===== src/rtl/input_command_queue.sv =====
// Turns per-frame NES button codes into one-shot game commands with DAS/ARR
// auto-repeat on DOWN/LEFT/RIGHT, buffered in a small valid/ready FIFO.
module input_command_queue #(
  parameter int unsigned FIFO_DEPTH  = 4,
  parameter int unsigned HOLD_WINDOW = 1000000,
  parameter int unsigned DAS_FRAMES  = 10,
  parameter int unsigned ARR_FRAMES  = 3
) (
  input  logic                         clk,
  input  logic                         reset,
  input  logic [3:0]                   button_code,
  output logic                         cmd_valid,
  input  logic                         cmd_ready,
  output logic [2:0]                   cmd_code,
  output logic [$clog2(FIFO_DEPTH):0]  fifo_count,
  output logic                         overflow
);

  localparam int unsigned GW = $clog2(HOLD_WINDOW + 1);
  localparam int unsigned DW = $clog2(DAS_FRAMES + 1);
  localparam int unsigned AW = $clog2(ARR_FRAMES + 1);
  localparam int unsigned PW = $clog2(FIFO_DEPTH);
  localparam int unsigned CW = PW + 1;

  localparam logic [GW-1:0] HOLD_MAX = GW'(HOLD_WINDOW);
  localparam logic [DW-1:0] DAS_LAST = DW'(DAS_FRAMES - 1);
  localparam logic [DW-1:0] DAS_DONE = DW'(DAS_FRAMES);
  localparam logic [AW-1:0] ARR_LAST = AW'(ARR_FRAMES - 1);
  localparam logic [CW-1:0] FULL_CNT = CW'(FIFO_DEPTH);

  logic [3:0]    code_q, prev_q;
  logic [3:0]    last_code_q, last_code_d;
  logic [GW-1:0] gap_q, gap_d;
  logic [DW-1:0] das_q, das_d;
  logic [AW-1:0] arr_q, arr_d;
  logic [2:0]    mem_q [FIFO_DEPTH];
  logic [PW-1:0] rd_q, rd_d, wr_q, wr_d;
  logic [CW-1:0] count_q, count_d;
  logic          ovf_q, ovf_d;

  logic          sample, held, emit, pop, full, push_ok;
  logic [2:0]    emit_code;

  // Sample classification and auto-repeat counters.
  always_comb begin
    last_code_d = last_code_q;
    gap_d       = gap_q;
    das_d       = das_q;
    arr_d       = arr_q;
    emit        = 1'b0;
    emit_code   = 3'(code_q - 4'd1);
    sample      = (code_q >= 4'd1) && (code_q <= 4'd8) && (code_q != prev_q);
    held        = (code_q == last_code_q) && (gap_q < HOLD_MAX);

    if (sample) begin
      gap_d = '0;
    end else if (gap_q < HOLD_MAX) begin
      gap_d = gap_q + GW'(1);
    end

    if (sample) begin
      last_code_d = code_q;
      if (!held) begin
        emit  = 1'b1;
        das_d = '0;
        arr_d = '0;
      end else if (code_q >= 4'd6) begin
        if (das_q < DAS_LAST) begin
          das_d = das_q + DW'(1);
        end else if (das_q == DAS_LAST) begin
          das_d = DAS_DONE;
          emit  = 1'b1;
          arr_d = '0;
        end else if (arr_q == ARR_LAST) begin
          emit  = 1'b1;
          arr_d = '0;
        end else begin
          arr_d = arr_q + AW'(1);
        end
      end
    end
  end

  // A push into a full FIFO is still accepted when the head pops on the same edge.
  always_comb begin
    pop     = (count_q != '0) && cmd_ready;
    full    = (count_q == FULL_CNT);
    push_ok = emit && (!full || pop);
    rd_d    = rd_q;
    wr_d    = wr_q;
    count_d = count_q;
    ovf_d   = ovf_q;
    if (pop) rd_d = rd_q + PW'(1);
    if (push_ok) wr_d = wr_q + PW'(1);
    if (emit && !push_ok) ovf_d = 1'b1;
    if (push_ok && !pop) begin
      count_d = count_q + CW'(1);
    end else if (pop && !push_ok) begin
      count_d = count_q - CW'(1);
    end
  end

  always_ff @(posedge clk) begin
    if (reset) begin
      code_q      <= '0;
      prev_q      <= '0;
      last_code_q <= '0;
      gap_q       <= HOLD_MAX;
      das_q       <= '0;
      arr_q       <= '0;
      rd_q        <= '0;
      wr_q        <= '0;
      count_q     <= '0;
      ovf_q       <= 1'b0;
    end else begin
      code_q      <= button_code;
      prev_q      <= code_q;
      last_code_q <= last_code_d;
      gap_q       <= gap_d;
      das_q       <= das_d;
      arr_q       <= arr_d;
      rd_q        <= rd_d;
      wr_q        <= wr_d;
      count_q     <= count_d;
      ovf_q       <= ovf_d;
    end
  end

  // Storage needs no reset: the head is only exposed while count is non-zero.
  always_ff @(posedge clk) begin
    if (!reset && push_ok) mem_q[wr_q] <= emit_code;
  end

  assign cmd_valid  = (count_q != '0);
  assign cmd_code   = cmd_valid ? mem_q[rd_q] : 3'd0;
  assign fifo_count = count_q;
  assign overflow   = ovf_q;

endmodule


===== config.mk =====
export PLATFORM = sky130hd
export DESIGN_NAME = input_command_queue
export DESIGN_NICKNAME = d
export VERILOG_FILES = /design/src/rtl/input_command_queue.sv
export SDC_FILE = /design/constraint.sdc
export NUM_CORES = 1
export LEC_CHECK = 0
export CORE_MARGIN = 8
export CORE_UTILIZATION = 59
export DETAILED_ROUTE_END_ITERATION = 8
export PLACE_DENSITY = 0.85
export SYNTH_ARGS = -nofsm -noshare
export SYNTH_HDL_FRONTEND = slang
export SYNTH_SLANG_ARGS = --single-unit

===== constraint.sdc =====
create_clock -name clk -period 4 [get_ports clk]
set_clock_uncertainty 0.15 [all_clocks]
set_input_delay 0.8 -clock clk [delete_from_list [all_inputs] [get_ports clk]]
set_output_delay 0.8 -clock clk [all_outputs]
set_load 0.05 [all_outputs]

==> impl_metrics.json, run 1 <==
{
  "setup_ws_ps": 579.4,
  "seq_total_area_yosys_pct": 46.03,
  "seqCellArea_um2": 1321,
  "grt_antenna_before_repair": 0,
  "critical_path.n_buffers_inverters": 3,
  "pre_cts_ws_ps": 524.8,
  "synthDominantCellAreaShare_pct": 33.48,
  "multiInputGateArea_um2": 1440,
  "synth-async-reset-ratio_pct": 0,
  "utilization_pct": 69.51,
  "rsz0062_at_grt": "false",
  "post_synth_instance_area_um2": 2870,
  "synthMostInstantiatedCell": "dfxtp_1",
  "die_x_um": 85.75,
  "clock-sinks": 60,
  "drc_errors": 0,
  "synthFlopType": "dfxtp_1",
  "flip_flop_and_latch_count_after_synthesis": 60,
  "dp_hpwl_um": 3752,
  "clk_pin_slew_worst_paths_ps": 70,
  "number_of_synthesized_flops_with_an_enable_pin": 12,
  "hold_path_class": "reg2reg",
  "synth-warning-count": 0,
  "cts_hold_buf": 0,
  "placement.io_buffers": 14,
  "postSynthNetCount": 306,
  "dr_total_vias": 2071,
  "grt_max_degree": 25,
  "placementRows": 25,
  "gp_congestion": 0.7845,
  "criticalPathCategory": "reg2reg",
  "yosys.area.top_type": "dfxtp_1",
  "leakage_component_of_the_power_nw": 1.202,
  "floorplan.die_area_um2": 7353,
  "clockRootBuffer": "clkbuf_8",
  "vdd_drop_max_v": 0.0003347,
  "setup.worst_path.start_class": "flop",
  "netlist_top_cells_count": "dfxtp_1 (48), nor2_1 (27), xnor2_1 (18), inv_1 (14), nand4_1 (14)",
  "cp_data_arrival_time_ps": 3530,
  "period_share_pct": 85.52,
  "critical_path_peak_fanout": 13,
  "post-place-cells": 356,
  "layoutNonFillerInstCount": 372,
  "synth_area_per_cell_um2": 10.00,
  "detail_routed_net_length_per_standard_cell_um": 14.89,
  "post_synth_num_cell_types": 50,
  "cts_buffer_depth": 2,
  "timing_max_transition_violations_final": 0,
  "final_nets": 319,
  "status": "completed",
  "timing.critical_path.slowest_stage_cell": "dfxtp_1",
  "ant_nets": 0,
  "core_region_area_um2": 4723,
  "cp_slowest_stage_delay_ps": 460,
  "n_antenna_cell": 0,
  "slew_headroom_pct": 42.94,
  "gr-usage-all-layers_pct": 16.30,
  "tritoncts": "done",
  "worst-endpoint-required_ps": 4110,
  "tightestPinTransition_ps": 853.3,
  "critPathCaptureType": "flop",
  "achievable-frequency_ghz": 0.2923,
  "start_util_pct": 60.77,
  "timing.max_cap.violations": 0,
  "filler_cell_count": 355,
  "fin_crit_ps": 3421,
  "first_pass_iters": 4,
  "main_area_contributors_after_synthesis": "dfxtp_1 (33%), edfxtp_1 (13%), xnor2_1 (5.5%)",
  "path_cells": "inv_1 -> ha_1 -> nor2b_1 -> mux2i_1 -> nand2_1 -> or3_4 -> inv_1 -> ha_1 -> inv_1 -> fa_1 -> xor2_1 -> or3_1 -> a21oi_1",
  "route.detailed.vias_per_inst": 5.567,
  "drive_above_1_share_pct": 8.197,
  "die_height_um": 85.75,
  "route.final.wire_length_um": 5538,
  "first_global_vias": 1998,
  "grt_first_pass_wirelength_um": 9349,
  "timing.critical_path.max_delay_family": "simple AND/OR/NAND/NOR gates",
  "post_cts_setup_repair_buffer_count": 0,
  "hold_slack_final_ps": 297.5,
  "clock_insertion_delay_worst_skew_ps": 340,
  "area_growth_pct": 14.39,
  "finalHoldViolations": 0,
  "dr.first_iter.drc_count": 139,
  "worst_path_most_repeated_cell": "inv_1",
  "synthesis.instances": 287,
  "power_density_nw_per_um2": 599.0,
  "ioPinCount": 15,
  "grt_overflow": 0,
  "cts-buffers-inserted": 9,
  "clock_tree.htree_level_count": 3,
  "setup_total_negative_slack_ps": 0,
  "ctsResizeCount": 0,
  "final_number_of_setup_violating_endpoints": 0
}
-- flip-flops by register name (all words and copies together) (netlist names), named ones only --
signal       count
mem_q           12
wr_q             2
prev_q           4
das_q            4
code_q           4
arr_q            2
gap_q           20
last_code_q      4
fifo_count       3
overflow         1
rd_q             2
-- layout by cell type, fill, tap and decap left out, types with 3 or more instances in the layout --
| master | instances |
|---|---|
| nand3_1 | 9 |
| a211oi_1 | 4 |
| bufinv_16 | 3 |
| o21ai_0 | 3 |
| dfxtp_1 | 48 |
| clkdlybuf4s50_1 | 14 |
| nor3_1 | 7 |
| edfxtp_1 | 12 |
| a21o_1 | 7 |
| nand2b_1 | 4 |
| ha_1 | 11 |
| nor2b_1 | 8 |
| and3_1 | 4 |
| xnor2_1 | 18 |
| xor2_1 | 13 |
| o31ai_1 | 3 |
| inv_1 | 14 |
| o22a_1 | 4 |
| nor3b_1 | 5 |
| a21oi_1 | 9 |
| nand2_1 | 11 |
| clkbuf_8 | 9 |
| nand4_1 | 14 |
| nor2_1 | 27 |
| mux4_2 | 3 |
| and2_1 | 4 |
-- power breakdown --
group | switching [mW] | internal (mW) | total (mW)
Sequential | 0.0654 | 0.681 | 0.747
Clock | 0.227 | 0.409 | 0.636
Combinational | 0.352 | 0.232 | 0.584
Total | 0.645 | 1.32 | 1.97
-- per-stage QoR --
stage	power, mW	instance area [um2]
after detailed placement	1.342	3053
after CTS	1.983	3283
final	1.967	3283
after floorplan	1.183	2870
after global placement	1.318	3053
after global routing	2.067	3283
-- cells by family (layout without fill, tap and decap cells) --
group | count (synthesis) | in the layout | share of synthesized area (%)
AOI/OAI and AO/OA | 42 | 42 | 11.25
xor gates and xnor gates | 31 | 31 | 9.459
adders and majority gates | 12 | 12 | 5.493
buffers and inverters | 28 | 46 | 3.792
DFF | 60 | 60 | 46.03
muxes | 5 | 5 | 3.051
and+or+nand+nor | 109 | 109 | 20.92
-- cell type report --
cell class / instances / area share, %
Clock inverter: 6 / 3.125
Timing Repair Buffer: 16 / 4.726
Tap cell: 67 / 2.553
Multi-Input combinational cell: 199 / 43.86
Clock buffer: 10 / 3.887
Inverter: 14 / 1.601
Sequential cell: 60 / 40.24
-- path summary, 6_finish.rpt --
path | from | to | slack, ps | depth (start not counted)
setup / recovery | code_q[1] | fifo_count[2] | 580 | 13
hold / removal | overflow | overflow | 300 | 2
setup reg to reg | code_q[1] | fifo_count[2] | 580 | 13
hold reg to reg | overflow | overflow | 300 | 2
-- per-layer routing --
layer,up-vias,GRT usage [%],share of wire (%)
met2,34,25.88,48
met5,-,0,0
met1,983,19.44,47
met3,9,5.158,3.4
li1,1045,-,-
met4,0,7.962,1.8
-- worst reg2reg max path: stages, from the launching register on --
cell and delay (ps):
dfxtp_1 460, inv_1 120, ha_1 220, nor2b_1 140, mux2i_1 180, nand2_1 290
or3_4 460, inv_1 90, ha_1 180, inv_1 70, fa_1 380, xor2_1 160
or3_1 300, a21oi_1 140
Note: power is estimated with default switching activity, not from simulation.
==> run 2, diff against run 1 <==
--- a/config.mk
+++ b/config.mk
@@ -8,6 +8,7 @@
 export CORE_MARGIN = 8
 export CORE_UTILIZATION = 59
 export DETAILED_ROUTE_END_ITERATION = 8
+export GPL_ROUTABILITY_DRIVEN = 0
 export PLACE_DENSITY = 0.85
 export SYNTH_ARGS = -nofsm -noshare
 export SYNTH_HDL_FRONTEND = slang
==> results of run 2 <==
The final DEF is identical to that of run 1; final timing and power are the same.
